==> src/rtl/proc_decode_pkg.sv <==
// Shared definitions for the decode skid stage: instruction field layout,
// stage state encoding and the flush drop counter width.
package proc_decode_pkg;

    localparam int INSN_W        = 32;
    localparam int FIELD_W       = 5;
    localparam int FLUSH_DROPS_W = 8;

    localparam int OPCODE_MSB = 31;
    localparam int OPCODE_LSB = 27;
    localparam int RD_MSB     = 26;
    localparam int RD_LSB     = 22;
    localparam int RS_MSB     = 21;
    localparam int RS_LSB     = 17;
    localparam int RT_MSB     = 16;
    localparam int RT_LSB     = 12;
    localparam int IMM_MSB    = 16;
    localparam int TARGET_MSB = 26;

    typedef enum logic [1:0] {
        ST_EMPTY = 2'd0,
        ST_FULL  = 2'd1,
        ST_SKID  = 2'd2
    } stage_state_t;

    typedef struct packed {
        logic [FIELD_W-1:0] opcode;
        logic [FIELD_W-1:0] rd;
        logic [FIELD_W-1:0] rs;
        logic [FIELD_W-1:0] rt;
        logic [INSN_W-1:0]  imm32;
        logic [INSN_W-1:0]  target32;
    } decoded_t;

endpackage

==> src/rtl/insn_field_decode.sv <==
// Pure combinational split of an instruction word into register fields and
// sign-extended immediate / jump target.
module insn_field_decode
    import proc_decode_pkg::*;
(
    input  logic [INSN_W-1:0] insn,
    output decoded_t          fields
);

    always_comb begin
        fields.opcode   = insn[OPCODE_MSB:OPCODE_LSB];
        fields.rd       = insn[RD_MSB:RD_LSB];
        fields.rs       = insn[RS_MSB:RS_LSB];
        fields.rt       = insn[RT_MSB:RT_LSB];
        fields.imm32    = {{(INSN_W-1-IMM_MSB){insn[IMM_MSB]}}, insn[IMM_MSB:0]};
        fields.target32 = {{(INSN_W-1-TARGET_MSB){insn[TARGET_MSB]}}, insn[TARGET_MSB:0]};
    end

endmodule

==> src/rtl/decode_skid_stage.sv <==
// Two-entry decode stage: a registered output slot plus a skid slot so that
// in_ready depends only on registered state.
module decode_skid_stage
    import proc_decode_pkg::*;
(
    input  logic                     clock,
    input  logic                     reset_n,
    input  logic                     in_valid,
    output logic                     in_ready,
    input  logic [INSN_W-1:0]        in_insn,
    input  logic [INSN_W-1:0]        in_pc,
    input  logic                     flush,
    output logic                     out_valid,
    input  logic                     out_ready,
    output logic [INSN_W-1:0]        out_insn,
    output logic [INSN_W-1:0]        out_pc,
    output logic [FIELD_W-1:0]       out_opcode,
    output logic [FIELD_W-1:0]       out_rd,
    output logic [FIELD_W-1:0]       out_rs,
    output logic [FIELD_W-1:0]       out_rt,
    output logic [INSN_W-1:0]        out_imm32,
    output logic [INSN_W-1:0]        out_target32,
    output logic [FLUSH_DROPS_W-1:0] flush_drops,
    output stage_state_t             dbg_state
);

    // Handshake: a transfer happens on a rising edge where valid and ready are
    // both 1; a producer holding valid keeps its payload stable until then.
    stage_state_t            state_q, state_d;
    logic [INSN_W-1:0]       skid_insn_q, skid_pc_q;
    decoded_t                in_dec, skid_dec;
    logic                    accept, emit;
    logic                    load_out_in, load_out_skid, load_skid;
    logic [1:0]              kill_cnt;
    logic [FLUSH_DROPS_W:0]  drops_sum;
    logic [FLUSH_DROPS_W-1:0] drops_d;

    insn_field_decode u_dec_in   (.insn(in_insn),     .fields(in_dec));
    insn_field_decode u_dec_skid (.insn(skid_insn_q), .fields(skid_dec));

    assign in_ready  = (state_q != ST_SKID);
    assign out_valid = (state_q != ST_EMPTY);
    assign accept    = in_valid & in_ready;
    assign emit      = out_valid & out_ready;
    assign dbg_state = state_q;

    always_comb begin
        state_d       = state_q;
        load_out_in   = 1'b0;
        load_out_skid = 1'b0;
        load_skid     = 1'b0;
        kill_cnt      = 2'd0;
        if (flush) begin
            // An entry leaving on this edge counts as delivered, not killed.
            state_d = ST_EMPTY;
            case (state_q)
                ST_FULL: kill_cnt = emit ? 2'd0 : 2'd1;
                ST_SKID: kill_cnt = emit ? 2'd1 : 2'd2;
                default: kill_cnt = 2'd0;
            endcase
        end else begin
            case (state_q)
                ST_EMPTY: begin
                    if (accept) begin
                        load_out_in = 1'b1;
                        state_d     = ST_FULL;
                    end
                end
                ST_FULL: begin
                    if (accept && emit) begin
                        load_out_in = 1'b1;
                    end else if (emit) begin
                        state_d = ST_EMPTY;
                    end else if (accept) begin
                        load_skid = 1'b1;
                        state_d   = ST_SKID;
                    end
                end
                ST_SKID: begin
                    if (emit) begin
                        load_out_skid = 1'b1;
                        state_d       = ST_FULL;
                    end
                end
                default: state_d = ST_EMPTY;
            endcase
        end
    end

    assign drops_sum = {1'b0, flush_drops} + {{(FLUSH_DROPS_W-1){1'b0}}, kill_cnt};
    assign drops_d   = drops_sum[FLUSH_DROPS_W] ? '1 : drops_sum[FLUSH_DROPS_W-1:0];

    always_ff @(posedge clock or negedge reset_n) begin
        if (!reset_n) begin
            state_q      <= ST_EMPTY;
            flush_drops  <= '0;
            skid_insn_q  <= '0;
            skid_pc_q    <= '0;
            out_insn     <= '0;
            out_pc       <= '0;
            out_opcode   <= '0;
            out_rd       <= '0;
            out_rs       <= '0;
            out_rt       <= '0;
            out_imm32    <= '0;
            out_target32 <= '0;
        end else begin
            state_q     <= state_d;
            flush_drops <= drops_d;
            if (load_skid) begin
                skid_insn_q <= in_insn;
                skid_pc_q   <= in_pc;
            end
            if (load_out_in) begin
                out_insn     <= in_insn;
                out_pc       <= in_pc;
                out_opcode   <= in_dec.opcode;
                out_rd       <= in_dec.rd;
                out_rs       <= in_dec.rs;
                out_rt       <= in_dec.rt;
                out_imm32    <= in_dec.imm32;
                out_target32 <= in_dec.target32;
            end else if (load_out_skid) begin
                out_insn     <= skid_insn_q;
                out_pc       <= skid_pc_q;
                out_opcode   <= skid_dec.opcode;
                out_rd       <= skid_dec.rd;
                out_rs       <= skid_dec.rs;
                out_rt       <= skid_dec.rt;
                out_imm32    <= skid_dec.imm32;
                out_target32 <= skid_dec.target32;
            end
        end
    end

endmodule

==> config.mk <==
export PLATFORM = sky130hd
export DESIGN_NAME = decode_skid_stage
export DESIGN_NICKNAME = d
export VERILOG_FILES = /design/src/rtl/proc_decode_pkg.sv /design/src/rtl/insn_field_decode.sv /design/src/rtl/decode_skid_stage.sv
export SDC_FILE = /design/constraint.sdc
export NUM_CORES = 1
export LEC_CHECK = 0
export CORE_UTILIZATION = 42
export CTS_CLUSTER_DIAMETER = 200
export CTS_CLUSTER_SIZE = 25
export DETAILED_ROUTE_END_ITERATION = 10
export PLACE_DENSITY = 0.78
export SETUP_SLACK_MARGIN = 0.4
export SLEW_MARGIN = 20
export SYNTH_ARGS = -nofsm -noshare
export SYNTH_HDL_FRONTEND = slang
export SYNTH_SLANG_ARGS = --single-unit
==> constraint.sdc <==
create_clock -name clock -period 2.2 [get_ports clock]
set_clock_uncertainty 0.1 [all_clocks]
set_input_delay 0.33 -clock clock [delete_from_list [all_inputs] [get_ports clock]]
set_output_delay 0.33 -clock clock [all_outputs]
set_load 0.01 [all_outputs]
* Yosys cells after proc, flatten, opt, wreduce, memory -nomap -nowiden
Index checks and enable logic that the tools add are counted.
Word-level totals: register bits after elaboration 222, latch bits 0, memory bits (writable) 0, bits in read-only memories 0, bits of input ports 69, output and inout bits 160, logic and storage cells 66, memories 0
Operators by class: add/sub/neg operators 1, multipliers 0, div/mod/pow operators 0, magnitude comparators 0, eq/ne operators 7, shifts and indexed selects 0, multiplexer cells 39, bitwise gates (word level) 2, reductions and logical operators 5
Operator list (count):
- 2-to-1 mux 32 bit | 8
- 2-to-1 mux 5 bit | 8
- 2-to-1 mux 2 bit | 8
- 2-to-1 mux 1 bit | 11
- adder 8 x 2 -> 9 bit | 1
- inequality test 3 bit, second input constant | 3
- 2-to-1 mux 8 bit | 1
- case mux 2 bit (3 select lines) | 1
- inequality test 4 bit, second input constant | 1
- case mux 2 bit (2 select lines) | 1
- AND reduction 4 bit | 1
- nonzero test 2 bit | 2
- bitwise AND 1 bit | 2
- equality test 2 x 1 -> 1 bit, second input constant | 1
- equality test 2 bit, second input constant | 1
- zero test 2 bit | 1
- inequality test 2 bit, second input constant | 1
- case mux 1 bit (2 select lines) | 1
- logical AND 1 bit | 1

* Longest topological paths before layout
Gate-level depths: netlist (run 1).
depth after elaboration 7, gate-level depth with buffers 10, depth with buffers taken out 10

* Hierarchy
Synthesis (run 1) repeated with hierarchy kept, for this count alone.
Unflattened totals: cell total of the unflattened synthesis 1017, area, all modules 11314.6 µm²
Modules (own cells, without submodules):
- decode_skid_stage | times used 1, cells an instance 849, area an instance 10053.4 µm²
- insn_field_decode | times used 2, cells an instance 84, area an instance 630.6 µm²

* Worst setup path after synthesis (run 1)
OpenSTA, ideal clock, no wires.
kind reg2reg, from register state_q[0] (netlist: dbg_state[0]), to register flush_drops[0], library setup time 0.068 ns, data arrival time 2.120 ns, path slack -0.088 ns, cell stages (with the launch flop) 6, buffers on the path 0, period minus slack after synthesis 2.288 ns, cells stage by stage dfrtp_1 -> nand2b_1 -> or3b_1 -> fa_1 -> or3_1 -> nand2b_1
On the way: cells in the longest elaborated chain, start to end 7
Ends and longest elaborated chain:
- from (decl) | line decode_skid_stage.sv:29 | stage_state_t state_q, state_d;
- from (signal assigned) | line decode_skid_stage.sv:108 | state_q <= state_d;
- nonzero test 2 bit | line decode_skid_stage.sv:42 | assign out_valid = (state_q != ST_EMPTY);
- bitwise AND 1 bit | line decode_skid_stage.sv:44 | assign emit = out_valid & out_ready;
- 2-to-1 mux 2 bit / 2-to-1 mux 1 bit (equally long branches) | line decode_skid_stage.sv:58, decode_skid_stage.sv:57
- case mux 2 bit (2 select lines) * | line decode_skid_stage.sv:56 | case (state_q)
- 2-to-1 mux 2 bit * | line decode_skid_stage.sv:53 | if (flush) begin
- adder 8 x 2 -> 9 bit * | line decode_skid_stage.sv:90 | assign drops_sum = {1'b0, flush_drops} + {{(FLUSH_DROPS_W-1){1'b0}}, kill_cnt};
- 2-to-1 mux 8 bit * | line decode_skid_stage.sv:91 | assign drops_d = drops_sum[FLUSH_DROPS_W] ? '1 : drops_sum[FLUSH_DROPS_W-1:0];
- net drops_d[0] | line decode_skid_stage.sv:36 | logic [FLUSH_DROPS_W-1:0] drops_d;
- to (signal assigned) | line decode_skid_stage.sv:109 | flush_drops <= drops_d;
- to (decl) | line decode_skid_stage.sv:23 | output logic [FLUSH_DROPS_W-1:0] flush_drops,
Mark *: on every way through the listed nets, which the timed path passes. The rest lies on a longest branch. A chain may end at the register's enable or synchronous reset.

* Final worst setup path (run 1)
from register state_q[1] (netlist: dbg_state[1]), to register flush_drops[7]
Same word-level chain as after synthesis.

==> results of run 1 <==
## layer usage
metal | routed length [um] | part of all wire [%] | up-vias | track usage (%)
li1 | - | - | 2055 | -
met1 | 7010 | 40 | 2323 | 21.1
met2 | 9410 | 54 | 158 | 35.2
met3 | 911 | 5.2 | 21 | 4.45
met4 | 219 | 1.2 | 0 | 6.92
met5 | 0 | 0 | - | 0
## cell families after synthesis
kind of cell    after synthesis
flops                       138
compound gates               11
simple gates                 34
fa+ha+maj                     3
buf+inv                     109
xor+xnor                      3
mux                         193
## worst min path at each step
stage / from / to / cells after the start
2_1_floorplan: reset_n / dbg_state[0] / 0
3_3_place_gp: reset_n / out_insn[12] / 1
3_5_place_dp: reset_n / out_insn[15] / 1
4_1_cts: reset_n / out_insn[15] / 2
5_1_grt: out_ready / dbg_state[1] / 3
6_report: out_ready / dbg_state[1] / 3
## sequential cells by signal, indices dropped and copies added (netlist names)
signal / flops
skid_pc_q: 32
dbg_state: 2
out_insn: 32
skid_insn_q: 32
flush_drops: 8
out_pc: 32
## metrics by stage
stage / area (sq um) / TNS, ps / hold WS, ps / utilization (%) / setup slack [ps]
2_1_floorplan: 6960 / 0 / -65.6 / - / 139
3_3_place_gp: 9020 / -9680 / 221 / 58.4 / -264
3_5_place_dp: 9020 / -15100 / 224 / 58.4 / -308
4_1_cts: 9720 / 0 / 360 / 63.0 / 151
5_1_grt: 10500 / 0 / 233 / 68.0 / 7.96
6_report: 10500 / 0 / 229 / 68.0 / 56.4
## Yosys cell counts
master / instances / area, sq um
dfrtp_1: 138 / 3450
mux2_1: 132 / 1490
buf_4: 84 / 631
mux2_2: 60 / 676
buf_2: 15 / 75.1
nand2_1: 9 / 33.8
nor2_1: 7 / 26.3
a21oi_1: 6 / 30.0
buf_6: 6 / 67.6
nand2b_1: 5 / 31.3
inv_1: 4 / 15.0
nand3_1: 4 / 20.0
nor2b_1: 3 / 18.8
ha_1: 2 / 25.0
o21ai_0: 2 / 10.0
xnor2_1: 2 / 17.5
a211oi_1: 1 / 7.51
a31oi_1: 1 / 6.26
and3_1: 1 / 6.26
fa_1: 1 / 20.0
mux2i_1: 1 / 10.0
nor3b_1: 1 / 7.51
nor3b_2: 1 / 12.5
o21bai_1: 1 / 7.51
or2_2: 1 / 6.26
or3_1: 1 / 6.26
or3b_1: 1 / 8.76
xor2_1: 1 / 8.76
## cell type report
| type | count | area [sq um] | area share [%] |
|---|---|---|---|
| clock inverters | 8 | 93.8 | 0.895 |
| clock buffers | 24 | 472 | 4.50 |
| inverters | 4 | 15.0 | 0.143 |
| multi-input cells | 246 | 2950 | 28.2 |
| repair buffers | 297 | 3230 | 30.8 |
| flip-flops and latches | 138 | 3460 | 33.0 |
| well taps | 211 | 264 | 2.52 |
## what timing repair did
action,in CTS,in global routing
resized for setup,103,103
cloned,2,17
hold endpoints to repair,49,0
setup endpoints to repair,192,177
pin swaps,5,7
setup buffers,19,9
hold buffers,1,0
## power groups by stage
stage          Clock (uW)  Sequential, uW  Combinational [uW]
3_3_place_gp            0            4010                4400
2_1_floorplan           0            4180                2420
3_5_place_dp            0            4090                4490
5_1_grt              2940            4110                4780
6_report             2770            3990                4510
4_1_cts              2810            4000                4280
## worst min-delay path, cell delays in order
cell and delay, ps:
dlymetal6s2s_1 150, buf_4 170, a211oi_1 50
==> impl_metrics.json, run 1 <==
{
  "io_buffers": 228,
  "numCtsBuffers": 17,
  "path_buf_inv": 2,
  "die-area_sq_um": 16500,
  "r2r_end": "flush_drops[7]",
  "core_sq_um": 15400,
  "grt_max_degree": 53,
  "layout_commonest_cell": "dfrtp_1",
  "rrSetupSlack_ps": 60,
  "synth_nets": 563,
  "yosysWarnings": 0,
  "synth.avg_cell_area_sq_um": 13.7,
  "clk_latency_ps": 410,
  "ir_worst_vdd_v": 0.000566,
  "drc": 0,
  "yosysUniqueCellTypes": 28,
  "outcome": "completed",
  "hold_violations": 0,
  "drt_iter0_markers": 65,
  "nets": 776,
  "cp-endpoint": "flush_drops[7]",
  "cts.reportedPaths.clkPinSlew_ps": 60,
  "wirelength_mm": 17.6,
  "drt_first_pass_iters": 4,
  "wl_per_cell_um": 18.9,
  "critPathKind": "flip-flop to flip-flop",
  "clock-sinks": 138,
  "startpoint_type": "flip-flop",
  "rr_worst_depth": 9,
  "yosysSeqAreaShare_pct": 51.4,
  "crit_start": "dbg_state[1]",
  "vias": 4557,
  "layout_common_cells": "dfrtp_1 (132), clkdlybuf4s50_1 (104), dlygate4sd2_1 (82)",
  "dpl.hpwl_mm": 10.1,
  "die_h_um": 129,
  "cts_tree": "yes",
  "critical_path_required_ps": 2390,
  "p_int_uw": 7930,
  "drive_above_1_share_pct": 36.8,
  "yosys.area_share.simple_pct": 2.64,
  "syn_area_sq_um": 6720,
  "fin_cells": 928,
  "synthXorXnorAreaFrac_pct": 0.391,
  "setup_viol": 0,
  "crit_path_top_delay_cell": "dfrtp_2",
  "num_antenna_cells": 0,
  "clkPwrFrac_pct": 24.6,
  "synth_top_family_by_area": "multiplexers",
  "sw_frac_of_total_pct": 29.6,
  "worstPathCellList": "buf_4, nand2b_4, or3b_4, inv_2, ha_4, a21oi_4, nor2_4, nand3_2, mux2_4",
  "numPlacedInstances": 848,
  "tightest_slew_ps": 513,
  "seqPwrFrac_pct": 35.4,
  "r2r-start": "dbg_state[1]",
  "max_cap_violations": 0,
  "vias_per_cell": 4.91,
  "grt-ovfl-total": 0,
  "path_max_fanout": 7,
  "fmax_mhz": 467,
  "leakagePower_uw": 0.00543,
  "cts_root_buffer": "clkbuf_16",
  "synth_compound_area_share_pct": 0.912,
  "hold_class": "input port to flip-flop",
  "path_depth": 9,
  "switching_power_uw": 3330,
  "power.density_nw_per_um2": 1070,
  "ios": 229,
  "finalCriticalPeriod_ps": 2140,
  "synthAdderAreaFrac_pct": 0.670,
  "path_delay_family": "simple AND/OR/NAND/NOR gates",
  "rsz0062_at_grt": "yes",
  "postSynthCellCount": 491,
  "gp_congestion": 0.729,
  "worstSetupEndpointType": "flip-flop",
  "slew_headroom_pct": 65.8,
  "min_period_over_period_pct": 97.4,
  "ant_nets": 0,
  "final_max_slew_viol_count": 0,
  "grt_pass1_wl_mm": 23.7,
  "cts_max_level": 4,
  "grt_use_total_pct": 19.0,
  "combinationalPowerShare_pct": 40.0,
  "die_width_um": 129,
  "num_rows": 45,
  "synth_seq_cells": 138,
  "slowest_delay_ps": 440,
  "grt_pass1_vias": 4551,
  "start_util_pct": 43.6,
  "fillCellCount": 1114,
  "synthMuxAreaShare_pct": 32.3,
  "area_growth_pct": 56.0,
  "clockBufferDepth": 2,
  "arrival_ps": 2340,
  "antenna_found_initial": 0,
  "power_uw": 11300
}
Power figures use the tool's default switching activity.
==> run 2: changes to the inputs <==
Settings changed: CAP_MARGIN set to 20, CORE_UTILIZATION 42 to 50, PLACE_DENSITY 0.78 to 0.87.
Clock period 2.2 ns to 2.73 ns, I/O delays scaled along.
==> impl_metrics.json, run 2 (same netlist as run 1, synthesis figures left out) <==
{
  "ant_nets": 0,
  "vias": 4265,
  "hold_class": "input port to flip-flop",
  "multi_input_area_sq_um": 2520,
  "outcome": "completed",
  "fin_tns_setup_ps": 0,
  "drive_above_1_share_pct": 18.0,
  "io_buffers": 228,
  "cp-endpoint": "flush_drops[7]",
  "seq_area_sq_um": 3460,
  "ios": 229,
  "ir_worst_vdd_v": 0.000563,
  "core_sq_um": 13200,
  "r2r-start": "dbg_state[0]",
  "numCtsBuffers": 17,
  "layout_common_cells": "clkdlybuf4s50_1 (226), dfrtp_1 (135), mux2_1 (132)",
  "drt_first_pass_iters": 4,
  "tightest_slew_ps": 428,
  "rrSetupSlack_ps": 450,
  "slew_headroom_pct": 71.5,
  "arrival_ps": 2460,
  "wirelength_mm": 14.2,
  "worstSetupEndpointType": "flip-flop",
  "hold_violations": 0,
  "final_max_slew_viol_count": 0,
  "die_h_um": 118,
  "dp_worst_setup_slack_ps": 13.7,
  "clockBufferDepth": 2,
  "path_max_fanout": 4,
  "clk_latency_ps": 410,
  "gp_congestion": 0.741,
  "placed_area_sq_um": 8680,
  "die-area_sq_um": 13900,
  "critPathKind": "flip-flop to flip-flop",
  "nets": 722,
  "power.density_nw_per_um2": 960,
  "drt_iter0_markers": 165,
  "cts_max_level": 4,
  "design_area_sq_um": 9310,
  "start_util_pct": 51.0,
  "startpoint_type": "flip-flop",
  "num_antenna_cells": 0,
  "grt-ovfl-total": 0,
  "critical_path_required_ps": 2910,
  "rsz0062_at_grt": "yes",
  "setup_viol": 0,
  "crit_start": "dbg_state[0]",
  "setup_slack_ps": 453,
  "num_rows": 42,
  "cts_tree": "yes",
  "area_growth_pct": 38.5,
  "max_cap_violations": 0,
  "antenna_found_initial": 0,
  "grt_use_total_pct": 21.7,
  "wl_per_cell_um": 16.9,
  "cts.reportedPaths.clkPinSlew_ps": 50,
  "cts_root_buffer": "clkbuf_16",
  "fillCellCount": 875,
  "rr_worst_depth": 8,
  "fmax_mhz": 439,
  "min_period_over_period_pct": 83.4,
  "r2r_end": "flush_drops[7]",
  "vias_per_cell": 5.09,
  "die_width_um": 118,
  "drc": 0,
  "whs_ps": 320,
  "finalCriticalPeriod_ps": 2280,
  "grt_pass1_vias": 4545,
  "clock-sinks": 138,
  "leakagePower_uw": 0.00402,
  "grt_max_degree": 52,
  "layout_commonest_cell": "clkdlybuf4s50_1",
  "min_from": "out_ready",
  "dpl.hpwl_mm": 10.0,
  "grt_pass1_wl_mm": 23.5
}
[run 2: cell type report]
class	instances	share of cell area, %
Clock buffer	24	5.28
Clock inverter	7	0.967
Inverter	4	0.161
Multi-Input combinational cell	244	27.1
Sequential cell	138	37.1
Tap cell	176	2.36
Timing Repair Buffer	245	27.0
[run 2: timing repair]
action / CTS / global route
hold endpoints to repair: 40 / 0
pin swaps: 0 / 1
setup endpoints to repair: 6 / 27
resized for setup: 1 / 9
hold buffers: 1 / 0
setup buffers: 0 / 2
gates cloned: 0 / 0
[run 2: routing by layer]
metal / GRT usage (%) / vias up / part of all wire (%)
met5: 0 / - / 0
li1: - / 1941 / -
met1: 24.6 / 2174 / 39
met4: 7.53 / 0 / 1.4
met3: 6.40 / 15 / 5.6
met2: 38.6 / 135 / 54
[run 2: worst min-delay path by stage]
stage	to	depth (start not counted)
3_5_place_dp	out_pc[12]	1
4_1_cts	out_pc[12]	2
2_1_floorplan	dbg_state[0]	0
5_1_grt	dbg_state[1]	3
6_report	dbg_state[1]	3
3_3_place_gp	out_pc[12]	1
[run 2: critical path: stages, from the launching register on]
cell,delay (ps)
dfrtp_2,420
nand2b_2,220
or3b_4,430
inv_1,70
ha_1,230
a21oi_2,140
nor2_1,90
nand3_1,110
mux2_1,340
[run 2: through the flow]
step	std cells	util, %	power [uW]
after floorplan	491	-	5140
after global placement	804	65.8	6580
after detailed placement	804	65.8	6740
after CTS	836	70.3	9020
after global routing	838	70.6	9370
final	838	70.6	8940
[run 2: report_power, final]
group          leakage, uW  switching [uW]  internal (uW)
clock network     0.000282             803           1430
registers          0.00169             521           2740
logic              0.00205            1240           2210
total              0.00402            2560           6380
==> RTL edit, RTL diff (flow settings as in run 1) <==
Make the reset (`reset_n`) synchronous in one clocked block.
--- a/src/rtl/decode_skid_stage.sv
+++ b/src/rtl/decode_skid_stage.sv
@@ -92,3 +92,3 @@
 
-    always_ff @(posedge clock or negedge reset_n) begin
+    always_ff @(posedge clock) begin
         if (!reset_n) begin
Formal check against the unedited RTL: differs if reset_n is asserted again (counterexample within 4 cycles, from zero or initial values and one cycle with reset_n low); with reset_n held inactive, the same outputs for 4 cycles.
==> RTL edit against run 1 <==
- the run now ends with negative setup slack left
- sequential cell count did not move
- wire length down 7.9%
- setup slack worse by 0.078 ns
- fmax shrank 3.5%
- final area is 13% lower
- sequential share of layout area shrank 2.5 points
- non-clock buffer count down 31
- area after synthesis fell by 7.6%
- critical path depth up 2
- count of clock-buffer cells in the layout shrank 3
Power is not compared: it rests on default switching activity, and its combinational part moved more than twofold at a synthesized area within 25%.
==> RTL edit: results (changes against run 1) <==
.. list-table::
   :header-rows: 1

   * - Metric
     - Value
   * - Met3 track demand over resource
     - 0.0591 (was 0.0445)
   * - Net count after synthesis
     - 787 (was 563)
   * - Least-Margin Pin Slew
     - 0.451 ns (was 0.513 ns)
   * - Dominant cell type by area after synthesis
     - dfxtp_1 (was dfrtp_1)
   * - Delay contributed by the slowest stage of the critical path
     - 0.34 ns (was 0.44 ns)
   * - Min-Delay Path Depth
     - 3 (unchanged)
   * - First-pass GRT wire length
     - 24.2 mm (was 23.7 mm)
   * - Number of levels in the clock H-tree
     - 4 (unchanged)
   * - Largest net degree at the start of global routing
     - 41 (was 53)
   * - Outcome
     - complete, but fails checks (was finished, final reports clean)
   * - Number of global-route vias before repair
     - 4822 (was 4551)
   * - Cell family with the largest share of critical-path delay
     - simple AND/OR/NAND/NOR gates (unchanged)
   * - GPL Wtd Cong
     - 0.815 (was 0.729)
   * - Total via count in the routed design
     - 5417 (was 4557)
   * - Failing checks
     - negative setup slack
   * - WL final
     - 16.2 mm (was 17.6 mm)
   * - Maximum number of buffers from clock root to sink
     - 2 (unchanged)
   * - DR iter-0 viols
     - 251 (was 65)
   * - Synth Warn #
     - 0 (unchanged)
   * - Worst path slowest cell
     - dfxtp_4 (was dfrtp_2)
   * - Routing usage on met1
     - 0.240 (was 0.211)
   * - Largest fanout on the critical path
     - 4 (was 7)
   * - Number of iterations in the first detailed-routing pass
     - 5 (was 4)
   * - Final setup violation count
     - 5 (was 0)
   * - Sum of negative setup slack
     - -0.0553 ns (was 0 ns)
   * - Most common library cells after synthesis
     - 138 x dfxtp_1, 134 x nand2_1, 90 x buf_4 (was 138 x dfrtp_1, 132 x mux2_1, 84 x buf_4)
   * - Global routing usage on met2
     - 0.351 (was 0.352)
   * - Smallest setup slack after layout
     - -0.0219 ns (was 0.0564 ns)
   * - Filler Cell Count
     - 1203 (was 1114)
   * - Final nets
     - 940 (was 776)
   * - Ratio of cells with drive above 1 in the final layout
     - 0.180 (was 0.368)
   * - Standby leakage power
     - 0.00430 µW
   * - Dominant cells by area after synthesis
     - dfxtp_1 44%, buf_4 11%, o221ai_1 8.7% (was dfrtp_1 51%, mux2_1 22%, mux2_2 10%)
   * - HPWL Detailed
     - 10.4 mm (was 10.1 mm)
   * - Antenna diode count
     - 0 (unchanged)
   * - All-Layer GR Usage
     - 0.204 (was 0.190)
   * - Register area share after synthesis
     - 0.445 (was 0.514)
   * - Worst Reg-to-Reg Cells
     - 11 (was 9)
   * - Clock buffer count from CTS
     - 17 (unchanged)
   * - Peak supply drop
     - 0.496 mV
   * - Number of distinct library cells after synthesis
     - 38 (was 28)
   * - Proportion of register bits with asynchronous set or reset after synthesis
     - 0 (was 1.00)
RTL edit: cell types whose count changed after synthesis, sizes merged, moves of 4 or more:
cell           run 1  this run
a21oi              6       135
buf              105       116
mux2             192         0
o221ai             0        62
clkbuf             0        16
dfxtp              0       138
dfrtp            138         0
nand2b             5         1
nand2              9       134
inv                4        69
RTL edit: logic make-up (layout without fill, tap and decap cells):
| family | after synthesis | in the layout | share of synthesized area |
|---|---|---|---|
| and+or+nand+nor | 159 | 159 | 0.108 |
| muxes | 1 | 1 | 0.00161 |
| adders and majority gates | 3 | 3 | 0.00725 |
| DFF | 138 | 138 | 0.445 |
| xor gates and xnor gates | 3 | 3 | 0.00423 |
| buffers and inverters | 201 | 367 | 0.188 |
| AOI/OAI and AO/OA | 210 | 210 | 0.246 |
RTL edit: final cells by class:
cell class / instances / area share
inverter: 69 / 0.0287
timing repair buffer: 266 / 0.314
tap: 184 / 0.0253
clock buffer: 21 / 0.0517
clock inverter: 11 / 0.0184
multi-input combinational: 376 / 0.256
sequential: 138 / 0.305
RTL edit: path summary, 6_finish.rpt:
check | startpoint | endpoint | slack (ns)
hold reg to reg | out_pc[31]$_SDFFE_PN0P_ | out_pc[31]$_SDFFE_PN0P_ | 0.35
setup / recovery | dbg_state[0]$_SDFFE_PP0P_ | flush_drops[2]$_SDFF_PN0_ | -0.02
hold / removal | reset_n | flush_drops[0]$_SDFF_PN0_ | 0.21
setup reg to reg | dbg_state[0]$_SDFFE_PP0P_ | flush_drops[2]$_SDFF_PN0_ | -0.02
RTL edit: worst register-to-register path: cells and delay by family (launching register included):
| family | cells | cell delay [ns] |
|---|---|---|
| DFF | 1 | 0.34 |
| and+or+nand+nor | 5 | 0.92 |
| AOI/OAI and AO/OA | 2 | 0.17 |
| adders and majority gates | 2 | 0.53 |
| buffers and inverters | 2 | 0.10 |
RTL edit: through the flow:
stage	setup slack (ns)	hold slack, ns	cell area, µm²	cells	util
6_report	-0.0219	0.208	9100	1065	0.628
5_1_grt	-0.129	0.208	9100	1065	0.628
4_1_cts	0.0163	0.180	8860	1059	0.612
3_5_place_dp	-0.426	0.341	8190	1021	0.565
3_3_place_gp	-0.370	0.341	8190	1021	0.565
2_1_floorplan	-0.00742	0.336	6240	715	-
RTL edit: timing repair:
action | in CTS | in global routing
pin swaps | 3 | 5
setup buffers | 6 | 5
resized for setup | 65 | 72
gates cloned | 0 | 1
hold buffers | 0 | 0
endpoints found under the setup margin | 66 | 93
RTL edit: report_power, final:
group          internal, µW  total [µW]  switching [µW]
clock network          1990        3050            1070
registers              2600        2660            66.2
logic                   520         950             430
total                  5100        6660            1560
RTL edit: layer usage:
metal	up-vias	share of wire
li1	2639	-
met1	2563	0.42
met2	199	0.50
met3	16	0.069
met4	0	0.014
met5	-	0
